File: config.mk
export PLATFORM = sky130hd
export DESIGN_NAME = sqrt_share_arbiter
export DESIGN_NICKNAME = d
export VERILOG_FILES = /design/src/rtl/sqrt_share_arbiter.sv
export SDC_FILE = /design/constraint.sdc
export NUM_CORES = 1
export LEC_CHECK = 0
export ABC_AREA = 1
export BUFFER_PORTS_ARGS = -buffer_cell sky130_fd_sc_hd__buf_2
export CORE_MARGIN = 4
export CORE_UTILIZATION = 46
export CTS_CLUSTER_DIAMETER = 60
export DETAILED_ROUTE_END_ITERATION = 7
export GPL_TIMING_DRIVEN = 0
export PLACE_DENSITY = 0.81
export SLEW_MARGIN = 5
export SYNTH_ARGS = -nofsm -noshare
export SYNTH_HDL_FRONTEND = slang
export SYNTH_SLANG_ARGS = --single-unit
File: constraint.sdc
create_clock -name clk -period 2.1 [get_ports clk]
set_input_delay 0.315 -clock clk [delete_from_list [all_inputs] [get_ports clk]]
set_output_delay 0.315 -clock clk [all_outputs]
set_load 0.02 [all_outputs]
File: src/rtl/sqrt_share_arbiter.sv
// Round-robin front end that lets N_REQ requesters share one combinational square-root core.
// Stage 1 registers the granted radicand; stage 2 registers the core result with its requester ID.
module sqrt_share_arbiter #(
    parameter int N_REQ = 4,
    parameter int ID_W  = 2,
    parameter int IN_W  = 16,
    parameter int OUT_W = 8
) (
    input  logic                   clk,
    input  logic                   rst_n,
    input  logic [N_REQ-1:0]       req_valid,
    input  logic [N_REQ*IN_W-1:0]  req_data,
    output logic [N_REQ-1:0]       req_ready,
    output logic [IN_W-1:0]        sqrt_r,
    input  logic [OUT_W-1:0]       sqrt_q,
    output logic                   out_valid,
    input  logic                   out_ready,
    output logic [OUT_W-1:0]       out_result,
    output logic [ID_W-1:0]        out_id,
    output logic                   busy
);

    // Handshakes: a transfer happens on a rising edge where valid && ready;
    // valid must not depend on ready, and data is held while valid && !ready.

    logic              s1_valid;
    logic [IN_W-1:0]   s1_data;
    logic [ID_W-1:0]   s1_id;
    logic [ID_W-1:0]   rr_ptr;

    logic              s2_adv;
    logic              s1_free;
    logic              any_req;
    logic [ID_W-1:0]   grant_idx;
    logic [ID_W-1:0]   probe_idx;
    logic              accept;
    int                probe;

    logic [IN_W-1:0]   req_word [N_REQ];

    for (genvar i = 0; i < N_REQ; i++) begin : g_unpack
        assign req_word[i] = req_data[i*IN_W +: IN_W];
    end

    assign s2_adv  = !out_valid || out_ready;
    assign s1_free = !s1_valid || s2_adv;

    // First requester at or after rr_ptr, wrapping modulo N_REQ.
    always_comb begin
        any_req   = 1'b0;
        grant_idx = '0;
        probe     = 0;
        probe_idx = '0;
        for (int k = 0; k < N_REQ; k++) begin
            probe = int'(rr_ptr) + k;
            if (probe >= N_REQ) begin
                probe = probe - N_REQ;
            end
            probe_idx = ID_W'(probe);
            if (!any_req && req_valid[probe_idx]) begin
                any_req   = 1'b1;
                grant_idx = probe_idx;
            end
        end
    end

    always_comb begin
        req_ready = '0;
        if (rst_n && any_req && s1_free) begin
            req_ready[grant_idx] = 1'b1;
        end
    end

    assign accept = any_req && s1_free;

    always_ff @(posedge clk or negedge rst_n) begin
        if (!rst_n) begin
            s1_valid <= 1'b0;
            s1_data  <= '0;
            s1_id    <= '0;
            rr_ptr   <= '0;
        end else if (accept) begin
            s1_valid <= 1'b1;
            s1_data  <= req_word[grant_idx];
            s1_id    <= grant_idx;
            rr_ptr   <= (int'(grant_idx) == N_REQ - 1) ? '0 : grant_idx + 1'b1;
        end else if (s1_free) begin
            s1_valid <= 1'b0;
        end
    end

    // The core sees the stage-1 register, so sqrt_q is captured one cycle after accept.
    always_ff @(posedge clk or negedge rst_n) begin
        if (!rst_n) begin
            out_valid  <= 1'b0;
            out_result <= '0;
            out_id     <= '0;
        end else if (s2_adv) begin
            out_valid <= s1_valid;
            if (s1_valid) begin
                out_result <= sqrt_q;
                out_id     <= s1_id;
            end
        end
    end

    assign sqrt_r = s1_data;
    assign busy   = s1_valid || out_valid;

endmodule

Word level (Yosys, flattened, before mapping) --
Cells that the tools add are included.
Storage, ports and cells: register bits 32, bits of input ports 79, output and inout bits 32, logic and storage cells 74
Cells by class: add/subtract/negate cells 8, order comparisons 11, equal/unequal tests 1, muxes and demuxes 29, bitwise gates (word level) 1, reduce and logical (&&, ||, !) cells 17
Operator list (count):
- 16-bit binary-select mux with 2-bit select | 1
- 16-bit 2-to-1 mux | 2
- 2-bit 2-to-1 mux | 9
- 2-bit by 3-bit < comparator with 1-bit output, second input constant | 5
- 3-bit greater-or-equal comparator, second input constant | 4
- 1-bit 2-to-1 mux | 11
- 1-bit binary-select mux with 2-bit select | 4
- 2-bit by 1-bit subtractor with 2-bit output, second input constant | 4
- 1-bit logical AND | 7
- 2-bit by 2-bit adder with 3-bit output, second input constant | 2
- 1-bit zero test | 5
- 4-bit 2-to-1 mux | 1
- 2-bit by 1-bit adder with 3-bit output, second input constant | 1
- 2-bit by 3-bit greater-or-equal comparator with 1-bit output, second input constant | 1
- 1-bit logical OR | 3
- 2-bit inverter with 3-bit output | 1
- 2-bit by 1-bit adder with 2-bit output, second input constant | 1
- 1-bit demux with 2-bit select | 1
- 2-bit by 1-bit equality test with 1-bit output, second input constant | 1
- 2-bit by 1-bit greater-or-equal comparator with 1-bit output, second input constant | 1
- 2-bit AND reduction | 1
- 2-bit nonzero test | 1

Depth between registers and ports, before layout --
word-level depth 19, gate-level depth with buffers 16, depth with buffers taken out 15

Worst setup path after synthesis --
No wires, ideal clock.
path type flip-flop to output port, start register rr_ptr[0], end output port req_ready[2], arrival time 1.917 ns, required time 1.785 ns, setup slack -0.132 ns, stages on the path, launching flop included 12, path buffers 2, cell sequence dfrtp_1 > buf_6 > nand2_1 > nand2_2 > nand2_1 > nand2_1 > nor2_4 > nand3_2 > nor2_1 > nor2_4 > buf_6 > nor3_1
On the way: cells in the longest elaborated chain, start to end 19, elaborated cells between the ends (all ways) 45, those cells by class add/sub (7); order compare (6); mux (23); reduce/logical (9)
RTL lines:
- from (decl) | line 29 | logic [ID_W-1:0] rr_ptr;
- from (signal assigned) | line 86 | rr_ptr <= (int'(grant_idx) == N_REQ - 1) ? '0 : grant_idx + 1'b1;
- parallel branches: the longest is 18 deep, another holds 2-bit by 1-bit adder with 3-bit output
- 4-bit 2-to-1 mux (*) | line 69 | if (rst_n && any_req && s1_free) begin
- to (decl) | line 13 | output logic [N_REQ-1:0] req_ready,
Mark *: on every way between the ends. The select of a mux whose other input is x is not followed.

Worst setup path in the final report --
start register rr_ptr[0], end output port req_ready[3]
The elaborated chain is that of the path after synthesis.

==> out/qor.csv <==
metric,value,unit
Mean Syn Cell Area,6.73,um2
First-pass DRT Iterations,4,
FILL cells,323,
Max IR drop VDD,1.44,mV
depth of the CTS H-tree,2,
failing checks,negative setup slack,
ys flop type,dfrtp_1,
placed cells,489,
CP Capture Type,primary output,
DR vias/cell,5.02,
"flops & latches, synth",32,
crit path kind,reg -> out,
"Power, Total",7820,uW
number of flops mapped to enable cells by yosys,0,
"FFs w/ async S/R, synth",1.00,
Total Wirelength,7.50,mm
remaining global-route overflow,0,
Final Critical Period,2.56,ns
Yosys cell types,27,
"Hold-fix buffers, CTS",0,
Post-route DRC,0,
Setup Skew,0.00380,ns
fin crit share,1.22,
core area,4500,um2
TritonCTS Buffers,5,
number of cell rows,24,
Tightest Hold Check Type,in -> async,
Ys Warns,0,
remaining antenna violation count,0,
Final #Nets,552,
hold slack final,0.0810,ns
setup violators final,10,
DR iter-0 viols,172,
setup ws final,-0.455,ns
CTS tree,done,
Synth top area share,0.364,
setup TNS,-1.85,ns
Die Ht,77.2,um
GR Util All Layers,0.229,
final hold vios,0,
Worst Path Arrival,2.24,ns
fmax,391,MHz
RSZ-0062 raised after global routing,true,
layout cell share with drive strength beyond 1,0.484,
largest net degree at the start of global routing,34,
Non-Filler Instances,525,
Sink Count,32,
Max Cap Violations,0,
status,"finished, violations left",
Post-Synthesis Cell Area,2200,um2
Area Growth Syn to Fin,58.6,%
Area contributors post-synth,"dfrtp_1 (36%), nand2_1 (24%), nand3_1 (12%)",
critical path required time,1.78,ns
sequential-to-total area share from yosys stat,0.364,
Worst-Margin Slew,0.735,ns
first-pass GRT wire length,11.3,mm
Port Buffers,110,
"Slew Viols, Final",0,
Rel. slew slack,0.510,
die area,5950,um2
clock tree buffer depth,2,
HPWL after DPL,4.75,mm
PD cells,2240,nW/um2
clock latency on the worst-skew pair,0.29,ns
vias in the first global route,2512,
leakage,0.00199,uW
IO Count,111,
starting density of the core,0.488,
leading area contributor after synthesis,dfrtp_1,
gpl congestion,0.783,
"Reg clk slew, reported paths",0.07,ns
crit-path max FO,5,
clk root buf,clkbuf_8,
initial antenna violation count,0,
Syn Inst Count,327,
Critical Path Start Type,register,
Post-Syn Nets,407,
wire per inst,14.3,um
antenna diode instance count,0,
chip width,77.2,um
vias post-DR,2638,
[cell usage after synthesis, drive strengths merged (2+ instances only)]
cell type,n
or2,9
buf,12
nor2,7
nand3,54
o21ai,5
nand2,149
clkbuf,2
nor3,3
mux2,9
inv,39
dfrtp,32
[final timing paths]
kind | depth (start not counted) | to | start | slack (ns)
max in group asynchronous | 1 | rr_ptr[1]$_DFFE_PN0P_ | rst_n | 1.50
min reg2reg | 2 | sqrt_r[14]$_DFFE_PN0P_ | sqrt_r[14]$_DFFE_PN0P_ | 0.49
min in group clk | 2 | out_result[0]$_DFFE_PN0P_ | sqrt_q[0] | 0.26
max | 13 | req_ready[3] | rr_ptr[0]$_DFFE_PN0P_ | -0.46
max reg2reg | 14 | sqrt_r[7]$_DFFE_PN0P_ | rr_ptr[0]$_DFFE_PN0P_ | -0.05
min | 1 | out_valid$_DFFE_PN0P_ | rst_n | 0.08
[area by class of cell]
class | instances | area (um2) | area share
Tap cell | 52 | 65.1 | 0.0187
Inverter | 39 | 156 | 0.0448
Clock inverter | 3 | 42.5 | 0.0122
Clock buffer | 5 | 68.8 | 0.0197
Sequential cell | 32 | 802 | 0.230
Timing Repair Buffer | 139 | 811 | 0.232
Multi-Input combinational cell | 243 | 1430 | 0.410
Buffer | 12 | 114 | 0.0326
[placed cells by master, fill, tap and decap left out, types with 2 or more instances in the layout]
cell	instances
clkbuf_8	5
nand3_2	5
nand2_4	12
nand2_1	120
nand2_8	2
inv_4	2
nor2_4	5
or2_2	3
nand3_1	47
buf_8	3
nor3_4	3
o21ai_1	2
buf_2	110
nand3_4	2
buf_6	10
mux2_2	9
inv_1	33
dfrtp_1	31
buf_4	25
inv_2	3
nor2_2	3
nand2_2	15
or2_0	6
[stage by stage]
| stage | instance area (um2) | util | setup slack (ns) |
|---|---|---|---|
| CTS | 3240 | 0.720 | -0.348 |
| floorplan | 2220 | - | 0.0121 |
| global placement | 2830 | 0.629 | -0.214 |
| finish | 3490 | 0.774 | -0.455 |
| global route | 3490 | 0.774 | -0.507 |
| detailed placement | 2830 | 0.629 | -0.260 |
[power by group]
part | switching, uW | total, uW | internal (uW)
Sequential | 185 | 1140 | 955
Combinational | 3520 | 6090 | 2570
Clock | 239 | 590 | 351
[critical path, cell delays in order (launching register included)]
cell	delay, ns
dfrtp_1	0.43
inv_2	0.11
buf_12	0.14
nand2_4	0.06
nand3_2	0.10
nand2_4	0.09
nor2_4	0.16
nand3_4	0.14
o21ai_4	0.18
buf_6	0.14
ha_4	0.13
inv_2	0.05
nor2_4	0.10
buf_6	0.13
[sequential cells by signal, summed over array words and instances, names as in the netlist]
register and cells:
out_id 2, sqrt_r 16, s1_id 2, out_result 8, s1_valid 1, out_valid 1, rr_ptr 2
[metal layers]
| layer | up-vias | GRT usage | wire, um |
|---|---|---|---|
| met3 | 13 | 0.0457 | 531 |
| met5 | - | 0 | 0 |
| met2 | 116 | 0.389 | 3840 |
| met1 | 1203 | 0.297 | 2990 |
| met4 | 0 | 0.0623 | 139 |
| li1 | 1306 | - | - |
[timing repair]
item	in CTS	in global routing
setup buffers	17	11
cloned	1	1
pin swaps	17	23
endpoints found under the setup margin	4	21
resized for setup	49	44
[cells by family after synthesis]
group / count (synthesis) / synth area share
AO/OA/AOI/OAI: 9 / 0.0239
adder cells (fa/ha/maj): 1 / 0.00569
multiplexers: 9 / 0.0461
flip-flops: 32 / 0.364
buffers and inverters: 53 / 0.110
AND/OR/NAND/NOR: 223 / 0.450
(Power assumes the default switching activity.)
